$ cat config.mk
export PLATFORM = sky130hd
export DESIGN_NAME = bridge_traffic_scheduler
export DESIGN_NICKNAME = d
export VERILOG_FILES = /design/src/rtl/bridge_traffic_scheduler.sv
export SDC_FILE = /design/constraint.sdc
export NUM_CORES = 1
export LEC_CHECK = 0
export CORE_MARGIN = 4
export CORE_UTILIZATION = 35
export DETAILED_ROUTE_END_ITERATION = 8
export PLACE_DENSITY_LB_ADDON = 0.1
export SLEW_MARGIN = 20
export SYNTH_ARGS = -nofsm -noshare
export SYNTH_HDL_FRONTEND = slang
export SYNTH_SLANG_ARGS = --single-unit
export TNS_END_PERCENT = 5
$ cat constraint.sdc
create_clock -name Clk -period 4.8 [get_ports Clk]
set_input_delay 0.48 -clock Clk [delete_from_list [all_inputs] [get_ports Clk]]
set_output_delay 0.48 -clock Clk [all_outputs]
set_load 0.1 [all_outputs]
$ cat src/rtl/bridge_traffic_scheduler.sv
// Drawbridge scheduler: sequences road lights, deck drain, lift, boat passage.
// Ports: Clk, Reset (async low), car/boat/bridge sensors in; LiftReq, lights, CarCount, SchedState, Fault out.
module bridge_traffic_scheduler #(
    parameter int CNT_W      = 4,
    parameter int MIN_ROAD   = 16,
    parameter int YELLOW_CYC = 4,
    parameter int MAX_BOAT   = 32,
    parameter int MOVE_TO    = 64
) (
    input  logic             Clk,
    input  logic             Reset,
    input  logic             CarIn,
    input  logic             CarOut,
    input  logic             CarWait,
    input  logic             BoatReq,
    input  logic             BridgeHigh,
    input  logic             BridgeFlat,
    input  logic             BridgeAlarm,
    output logic             LiftReq,
    output logic [1:0]       RoadLight,
    output logic             BoatLight,
    output logic [CNT_W-1:0] CarCount,
    output logic [2:0]       SchedState,
    output logic             Fault
);

    localparam int TW = $clog2(MOVE_TO + MIN_ROAD + MAX_BOAT + YELLOW_CYC + 1);

    localparam logic [2:0] S_GREEN  = 3'd0;
    localparam logic [2:0] S_YELLOW = 3'd1;
    localparam logic [2:0] S_DRAIN  = 3'd2;
    localparam logic [2:0] S_RAISE  = 3'd3;
    localparam logic [2:0] S_BOAT   = 3'd4;
    localparam logic [2:0] S_LOWER  = 3'd5;
    localparam logic [2:0] S_FAULT  = 3'd6;

    localparam logic [CNT_W-1:0] CNT_MAX = '1;
    localparam logic [TW-1:0]    TMR_MAX = '1;

    logic [2:0]       state;
    logic [2:0]       state_n;
    logic [TW-1:0]    timer;
    logic [CNT_W-1:0] cnt_n;
    logic             in_fault;
    logic [1:0]       light_n;
    logic             lift_n;

    // Code 7 is unreachable but treated exactly like FAULT.
    assign in_fault   = (state == S_FAULT) || (state == 3'd7);
    assign SchedState = state;

    // Deck counter: simultaneous in/out cancels; frozen once faulted.
    always_comb begin
        cnt_n = CarCount;
        if (!in_fault) begin
            if (CarIn && !CarOut && CarCount != CNT_MAX)
                cnt_n = CarCount + 1'b1;
            else if (CarOut && !CarIn && CarCount != '0)
                cnt_n = CarCount - 1'b1;
        end
    end

    always_comb begin
        state_n = state;
        case (state)
            S_GREEN:
                if (BoatReq && timer >= TW'(MIN_ROAD))
                    state_n = S_YELLOW;
            S_YELLOW:
                if (timer == TW'(YELLOW_CYC - 1))
                    state_n = S_DRAIN;
            // Uses the post-update count so the last car leaving
            // releases the lift on the same edge.
            S_DRAIN:
                if (cnt_n == '0)
                    state_n = S_RAISE;
            S_RAISE:
                if (BridgeHigh)
                    state_n = S_BOAT;
                else if (timer >= TW'(MOVE_TO))
                    state_n = S_FAULT;
            S_BOAT:
                if (!BoatReq || (CarWait && timer >= TW'(MAX_BOAT)))
                    state_n = S_LOWER;
            S_LOWER:
                if (BridgeFlat)
                    state_n = S_GREEN;
                else if (timer >= TW'(MOVE_TO))
                    state_n = S_FAULT;
            default:
                state_n = S_FAULT;
        endcase
        // Contradictory sensors or an external alarm override everything.
        if (BridgeAlarm || (BridgeHigh && BridgeFlat))
            state_n = S_FAULT;
    end

    always_comb begin
        light_n = 2'b10;
        lift_n  = 1'b0;
        unique case (1'b1)
            (state_n == S_GREEN):  light_n = 2'b00;
            (state_n == S_YELLOW): light_n = 2'b01;
            (state_n == S_RAISE),
            (state_n == S_BOAT):   lift_n  = 1'b1;
            // FAULT keeps the lift command where it was.
            (state_n == S_FAULT),
            (state_n == 3'd7):     lift_n  = LiftReq;
            default:               lift_n  = 1'b0;
        endcase
    end

    always_ff @(posedge Clk or negedge Reset) begin
        if (!Reset) begin
            state     <= S_GREEN;
            timer     <= '0;
            CarCount  <= '0;
            LiftReq   <= 1'b0;
            RoadLight <= 2'b00;
            BoatLight <= 1'b0;
            Fault     <= 1'b0;
        end else begin
            state     <= state_n;
            CarCount  <= cnt_n;
            LiftReq   <= lift_n;
            RoadLight <= light_n;
            BoatLight <= (state_n == S_BOAT);
            Fault     <= Fault | (state_n == S_FAULT);
            if (state_n != state)
                timer <= '0;
            else if (timer != TMR_MAX)
                timer <= timer + 1'b1;
        end
    end

endmodule
Word level (Yosys, flattened, before mapping)
Cells that the tools add are included.

Flip-flop bits (word level): 19. Latch bits: 0. RAM bits: 0. Bits in read-only memories: 0. Bits of input ports: 9. Output and inout port bits: 12. Logic and storage cells: 66. Memories kept: 0.

Add/sub/neg operators: 3. Multiply operators: 0. Divide/modulo/power cells: 0. $lt $le $gt $ge: 3. Eq/ne operators: 16. Shift-type cells: 0. Muxes and demuxes: 16. Bitwise logic cells: 1. Reductions and logical operators: 20.

Operator list (count): $mux 3 (8); $eq 3x3->1 const B (7); $pmux 3 s6 (1); $mux 7 (2); $mux 4 (3); $eq 3x2->1 const B (3); $add 7x1->7 const B (1); $eq 7x2->1 const B (1); $ge 7x5->1 const B (1); $ge 7x6->1 const B (1); $ge 7x7->1 const B (1); $logic_and 1x1->1 (7); $ne 7x7->1 const B (1); $eq 3x1->1 const B (2); $logic_not 3->1 (2); $add 4x1->4 const B (1); $logic_not 4->1 (1); $ne 4x4->1 const B (1); $pmux 2 s2 (1); $reduce_bool 4->1 (1); $reduce_or 2->1 (2); $sub 4x1->4 const B (1); $logic_not 1->1 (3); $logic_or 1x1->1 (3); other kinds (4) (4).

Logic depth before layout (Yosys ltp)
Gate-level depths: netlist (run 1).

Depth in word-level cells: 13. Mapped depth: 8. Mapped depth without buffers: 8.

Worst setup path before layout (run 1)
Ideal clock, no wire load.

Path type: reg-to-reg. Start: register CarCount[0]. End: register timer[4]. Setup time: 0.149 ns. Data arrival time: 2.966 ns. Required time: 4.651 ns. Setup slack: 1.686 ns. Stages on the path, launching flop included: 9. Buffers on the path: 0. Clock period less this slack: 3.114 ns. Path through: dfrtp_1 inv_1 ha_1 or3b_1 a22oi_1 o41ai_1 o41ai_1 o41ai_2 a211oi_1.

Longest elaborated chain between the ends: 11. Elaborated cells on any way between the ends: 16. Those cells by class: 2 x add/sub; 2 x eq/ne; 7 x mux; 5 x reduce/logical.

Ends and longest elaborated chain: start: declaration (line 22) `output logic [CNT_W-1:0] CarCount,`; start signal: assignment (line 124) `CarCount <= cnt_n;`; branches (longest 3 deep; another with $sub 4x1->4); $mux 4 * (line 56) `if (CarIn && !CarOut && CarCount != CNT_MAX)`; $mux 4 * (line 55) `if (!in_fault) begin`; named net cnt_n[2] (line 43) `logic [CNT_W-1:0] cnt_n;`; $logic_not 4->1 * (line 75) `if (cnt_n == '0)`; $mux 3 * (line 75); $pmux 3 s6 * (line 65) `case (state)`; $mux 3 * (line 94) `if (BridgeAlarm || (BridgeHigh && BridgeFlat))`; $ne 3x3->1 * (line 129) `if (state_n != state)`; $mux 7 / $reduce_bool 2->1 (equally long branches); end signal: assignment (line 132) `timer <= timer + 1'b1;`; end: declaration (line 42) `logic [TW-1:0] timer;`.

Mark *: on every way through the listed nets, which the timed path passes. A chain may end at the register's enable or synchronous reset.

Final worst setup path (run 1)
Start: register CarCount[0]. End: register timer[4].

Longest elaborated chain between the ends: 11. Elaborated cells on any way between the ends: 16. Those cells by class: 2 x add/sub; 2 x eq/ne; 7 x mux; 5 x reduce/logical.

Ends and longest elaborated chain (line): branches (longest 4 deep; another with $sub 4x1->4); $mux 4 * (55); $logic_not 4->1 * (75); $mux 3 * (75); $pmux 3 s6 * (65); $mux 3 * (94); $ne 3x3->1 * (129); $mux 7 / $reduce_bool 2->1 (equally long branches).

Mark *: on every way between the ends.

==> flow_summary.yaml, run 1 <==
placement:
  routabilityCongestion: 0.828
  portBuffers: 20
  hpwl_um: 2150
clocking:
  numCtsBuffers: 3
  insertion_delay_ns: 0.30
  ctsResizeCount: 0
  cts_tree: "done"
  postCtsSetupRepairBufs: 0
  cts-root-buf: "clkbuf_4"
  htree_num_levels: 1
  ctsHoldBuffers: 0
  cts.path.max_buffers: 2
  clkTransAtPathRegs_ns: 0.11
  clock-sinks: 19
setup_path:
  worst-setup-path-type: "reg -> reg"
  r2r_setup_slack_ns: 2.01
  critPathArrivalTime_ns: 2.95
  cp_max_fo: 7
  rr_worst_depth: 8
  end_kind: "flip-flop"
  worst_path_max_delay_cell: "o41ai_2"
  crit_path_start_kind: "flip-flop"
  critPathRequiredTime_ns: 4.95
  crit_chain: "inv_1 -> ha_1 -> or3b_1 -> a22oi_1 -> xnor2_1 -> nand3_1 -> o41ai_2 -> a211oi_1"
  critical_path.max_stage_delay_ns: 0.61
timing:
  min_period_ns: 2.79
  timing.fmax_ghz: 0.358
  maxSlewHeadroom_pct: 35.1
  tightest_slew_ns: 0.971
  finalCritPeriodShare_pct: 58.1
  finalSetupViolCount: 0
  tns_ns: 0
  hold_viol: 0
  rsz0062_at_grt: "no"
  slew_violations: 0
  clock_skew_ns: 0.00608
yosys:
  synth_top_cell_area_share_pct: 38.5
  ys_top_cells_by_area: "dfrtp_1 38%, a21oi_1 5.7%, nand3_1 4.5%"
  synth-edff-count: 0
  avgSynthCellArea_um2: 9.16
  postSynth.asyncResetShare_pct: 100
  synth_cells: 135
  syn_nets: 148
  synth_flop_cell: "dfrtp_1"
  yosys_warnings: 0
  netlist.top_cell.by_area: "dfrtp_1"
  synth_seq_cells: 19
  synth_area_um2: 1240
  synth-seq-area-share_pct: 38.5
  synth_cell_type_count: 41
floorplan:
  die_area_um2: 4550
  row_count: 21
  start_util_pct: 36.8
  core_area_um2: 3360
  io_pins: 21
  die_w_um: 67.4
  die_h_um: 67.4
drt:
  routed_wl_um: 2850
  vias_per_cell: 5.44
  wire_per_inst_um: 14.2
  num_vias: 1088
  antenna_left: 0
  drt_iter0_drc: 23
  post-route-drc-count: 0
  dr.pass1.iters: 4
status:
  status: "finished clean"
pwr:
  peakVddDrop_v: 0.000175
  cellPowerDensity_nw_per_um2: 312
  p_total_uw: 467
  leakagePower_nw: 0.579
layout:
  seqCellArea_um2: 475
  finalNetCount: 168
  area.growth.synth_to_final_pct: 21.0
  drive_above_1_share_pct: 6.49
  multiInputGateArea_um2: 697
  num-fill-cells: 364
  insertedDiodeCount: 0
min_path:
  holdPathStages: 1
  holdCritPathClass: "reg -> reg"
grt:
  antenna_found_initial: 0
  grt_pass1_wl_um: 5030
  track_usage_pct: 14.3
  gr-total-overflow: 0
  grt_start_max_net_pins: 20
  grt_pass1_vias: 1088
flow_run:
  max-cap-violations: 0
-- synth_stat cells (3+ instances only) --
cell and n:
o211ai_1 5, dfrtp_1 19, nand3_1 11, nand2b_1 5, nand2_1 4, o21ai_0 5
nor3b_1 5, nor3_1 4, a21oi_1 14, inv_1 10, clkbuf_1 4, xnor2_1 4
o41ai_1 3, nor2_1 6, ha_1 4
-- placed cells by master (no fill, tap or decap), drive strengths merged, types with 3 or more instances in the layout --
cell           count
a21oi             15
nor3               4
clkbuf             3
o41ai              4
o211ai             6
xnor2              4
nand2b             5
clkdlybuf4s50     20
inv               10
nand2              4
ha                 4
dfrtp             19
o21ai              6
nor3b              5
nor2               6
nand3             11
-- cell type report --
type | instances | area share, %
sequential | 19 | 31.8
inverter | 10 | 2.51
clock buffer | 3 | 1.51
clock inverter | 1 | 0.335
timing repair buffer | 20 | 13.4
tap | 46 | 3.85
multi-input combinational | 101 | 46.6
-- state kept, by name, indices dropped and copies added, names as in the netlist --
name / cells
CarCount: 4
RoadLight: 2
timer: 7
Fault: 1
BoatLight: 1
SchedState: 3
LiftReq: 1
-- path summary, 6_finish.rpt --
path | startpoint | end
worst max-delay path | CarCount[0] | timer[4]
worst min-delay path | Fault | Fault
worst max register to register | CarCount[0] | timer[4]
worst min register to register | Fault | Fault
max in group asynchronous | Reset | CarCount[0]
min in group asynchronous | Reset | Fault
-- metrics by stage --
stage / hold slack (ns) / util, % / setup WS [ns] / cells / instance area (um2)
6_report: 0.467 / 44.5 / 2.01 / 200 / 1500
4_1_cts: 0.470 / 44.5 / 2.00 / 200 / 1500
5_1_grt: 0.492 / 44.5 / 1.74 / 200 / 1500
3_5_place_dp: 0.443 / 43.6 / 1.76 / 196 / 1470
2_1_floorplan: 0.184 / - / 1.69 / 135 / 1240
3_3_place_gp: 0.438 / 43.6 / 1.89 / 196 / 1470
-- cell families after synthesis --
group	Yosys count	synth area share [%]
buf+inv	15	5.16
flops	19	38.5
mux	2	1.62
xor+xnor	4	2.83
simple gates	47	22.3
fa+ha+maj	4	4.05
compound gates	44	25.6
-- metal layers --
layer / up-vias / GRT usage (%) / routed length, um
li1: 535 / - / -
met5: - / 0 / 0
met3: 4 / 2.66 / 80
met2: 20 / 24.9 / 1460
met4: 0 / 3.80 / 33
met1: 529 / 18.0 / 1270
-- where the power goes --
group	switching, mW	total (mW)	internal, mW
Sequential	0.0453	0.239	0.193
Combinational	0.0872	0.147	0.0596
Clock	0.0505	0.0814	0.0310
-- critical path, delay by kind of cell (launching register included) --
kind,cells,cell delay (ns)
XOR/XNOR,1,0.18
adder cells (fa/ha/maj),1,0.24
AO/OA/AOI/OAI,3,1.13
flip-flops,1,0.43
buffers and inverters,1,0.15
AND/OR/NAND/NOR,2,0.53
Note: power is estimated with default switching activity, not from simulation.
==> run 2, diff against run 1 <==
clock period = 2.7 ns   (was 4.8 ns; I/O delays follow)
==> flow_summary.yaml, run 2 (synthesized netlist as in run 1, its figures left out) <==
setup_path:
  worst_path_max_delay_cell: "or4_1"
  path_delay_family: "simple AND/OR/NAND/NOR gates"
  crit_buf_inv: 1
  crit_path_start_kind: "flip-flop"
  crit_chain: "inv_1 -> ha_1 -> or3b_1 -> a22oi_2 -> o41ai_1 -> or4_1 -> a31oi_2"
  cp_max_fo: 5
  critPathArrivalTime_ns: 2.74
  critPathRequiredTime_ns: 2.94
  end_kind: "flip-flop"
  critical_path.max_stage_delay_ns: 0.59
  worst-setup-path-type: "reg -> reg"
grt:
  met1_usage_pct: 18.4
  track_usage_pct: 14.2
  grt_busiest_layer: "met2"
  grtUsageMet2_pct: 23.3
  met3_usage_pct: 2.66
  grt_pass1_wl_um: 4840
  grt_start_max_net_pins: 20
  antenna_found_initial: 0
  grt_pass1_vias: 1051
  gr-total-overflow: 0
floorplan:
  die_w_um: 67.4
  die_h_um: 67.4
  start_util_pct: 36.8
  io_pins: 21
  die_area_um2: 4550
  core_area_um2: 3360
  row_count: 21
pwr:
  p_total_uw: 848
  leakagePower_nw: 0.611
  cellPowerDensity_nw_per_um2: 561
  peakVddDrop_v: 0.000350
layout:
  mostFrequentLayoutCells: "17 x dfrtp_1, 17 x buf_4, 14 x a21oi_1"
  fin_util_pct: 45.0
  area.growth.synth_to_final_pct: 22.4
  insertedDiodeCount: 0
  top_register: "timer"
  finalNetCount: 173
  drive_above_1_share_pct: 18.9
  largest_reg_flops: 7
  fin_area_um2: 1510
clocking:
  cts.path.max_buffers: 2
  cts_tree: "done"
  clkTransAtPathRegs_ns: 0.12
  numCtsBuffers: 3
  cts-root-buf: "clkbuf_4"
  insertion_delay_ns: 0.30
  htree_num_levels: 1
  clock-sinks: 19
timing:
  holdWs_ns: 0.439
  min_period_ns: 2.50
  tightest_slew_ns: 0.866
  slew_violations: 0
  finalSetupViolCount: 0
  hold_viol: 0
  maxSlewHeadroom_pct: 42.1
  rsz0062_at_grt: "no"
  timing.fmax_ghz: 0.400
  clock_skew_ns: 0.0104
  finalCritPeriodShare_pct: 92.5
  tns_ns: 0
drt:
  vias_per_cell: 5.33
  drt_iter0_drc: 38
  num_vias: 1093
  routed_wl_um: 2820
  wire_per_inst_um: 13.8
  dr.pass1.iters: 4
  antenna_left: 0
  post-route-drc-count: 0
placement:
  dpl_cell_area_um2: 1480
  routabilityCongestion: 0.791
  portBuffers: 20
  hpwl_um: 2150
min_path:
  holdCritPathClass: "in -> async"
status:
  status: "finished clean"
flow_run:
  max-cap-violations: 0
run 2: cell count changes in the layout (fill, tap and decap cells not counted):
cell / change
a22oi_2: +1
dfrtp_2: +1
buf_4: +17
dfrtp_4: +1
a22oi_1: -1
dfrtp_1: -2
clkdlybuf4s50_1: -12
run 2: final cells by class:
| class | instances | area (um2) |
|---|---|---|
| Clock buffer | 3 | 22.5 |
| Fill cell | 365 | 1850 |
| Inverter | 10 | 37.5 |
| Tap cell | 46 | 57.6 |
| Timing Repair Buffer | 25 | 208 |
| Sequential cell | 19 | 480 |
| Clock inverter | 1 | 5.00 |
| Multi-Input combinational cell | 101 | 702 |
run 2: worst paths after layout:
kind                        startpoint          end  slack [ns]  depth (start not counted)
setup / recovery           CarCount[0]      LiftReq        0.20                          7
hold / removal                   Reset        Fault        0.44                          1
setup reg to reg           CarCount[0]      LiftReq        0.20                          7
hold reg to reg                  Fault        Fault        0.47                          1
max in group asynchronous        Reset  CarCount[0]        1.62                          1
min in group Clk                 Fault        Fault        0.47                          1
run 2: repair_timing:
item | in CTS | in global routing
hold buffers | 0 | 0
gates resized for setup | 0 | 1
buffers inserted | 0 | 0
endpoints found under the hold margin | 0 | 0
setup endpoints to repair | 0 | 4
run 2: routing by layer:
metal / share of wire [%] / vias to the layer above
met4: 1.3 / 0
met2: 48 / 25
li1: - / 543
met3: 4.1 / 4
met5: 0 / -
met1: 46 / 521
run 2: where the power goes:
| part | leakage (nW) | internal (mW) | total (mW) | switching, mW |
|---|---|---|---|---|
| logic | 0.383 | 0.115 | 0.284 | 0.169 |
| registers | 0.210 | 0.345 | 0.417 | 0.0727 |
| clock network | 0.0177 | 0.0553 | 0.147 | 0.0915 |
| total | 0.611 | 0.515 | 0.848 | 0.333 |
run 2: metrics by stage:
| step | setup WS (ns) | std cells |
|---|---|---|
| 3_5_place_dp | 0.108 | 201 |
| 3_3_place_gp | 0.171 | 201 |
| 6_report | 0.203 | 205 |
| 5_1_grt | 0.0234 | 205 |
| 4_1_cts | 0.0923 | 205 |
| 2_1_floorplan | 0.0155 | 135 |
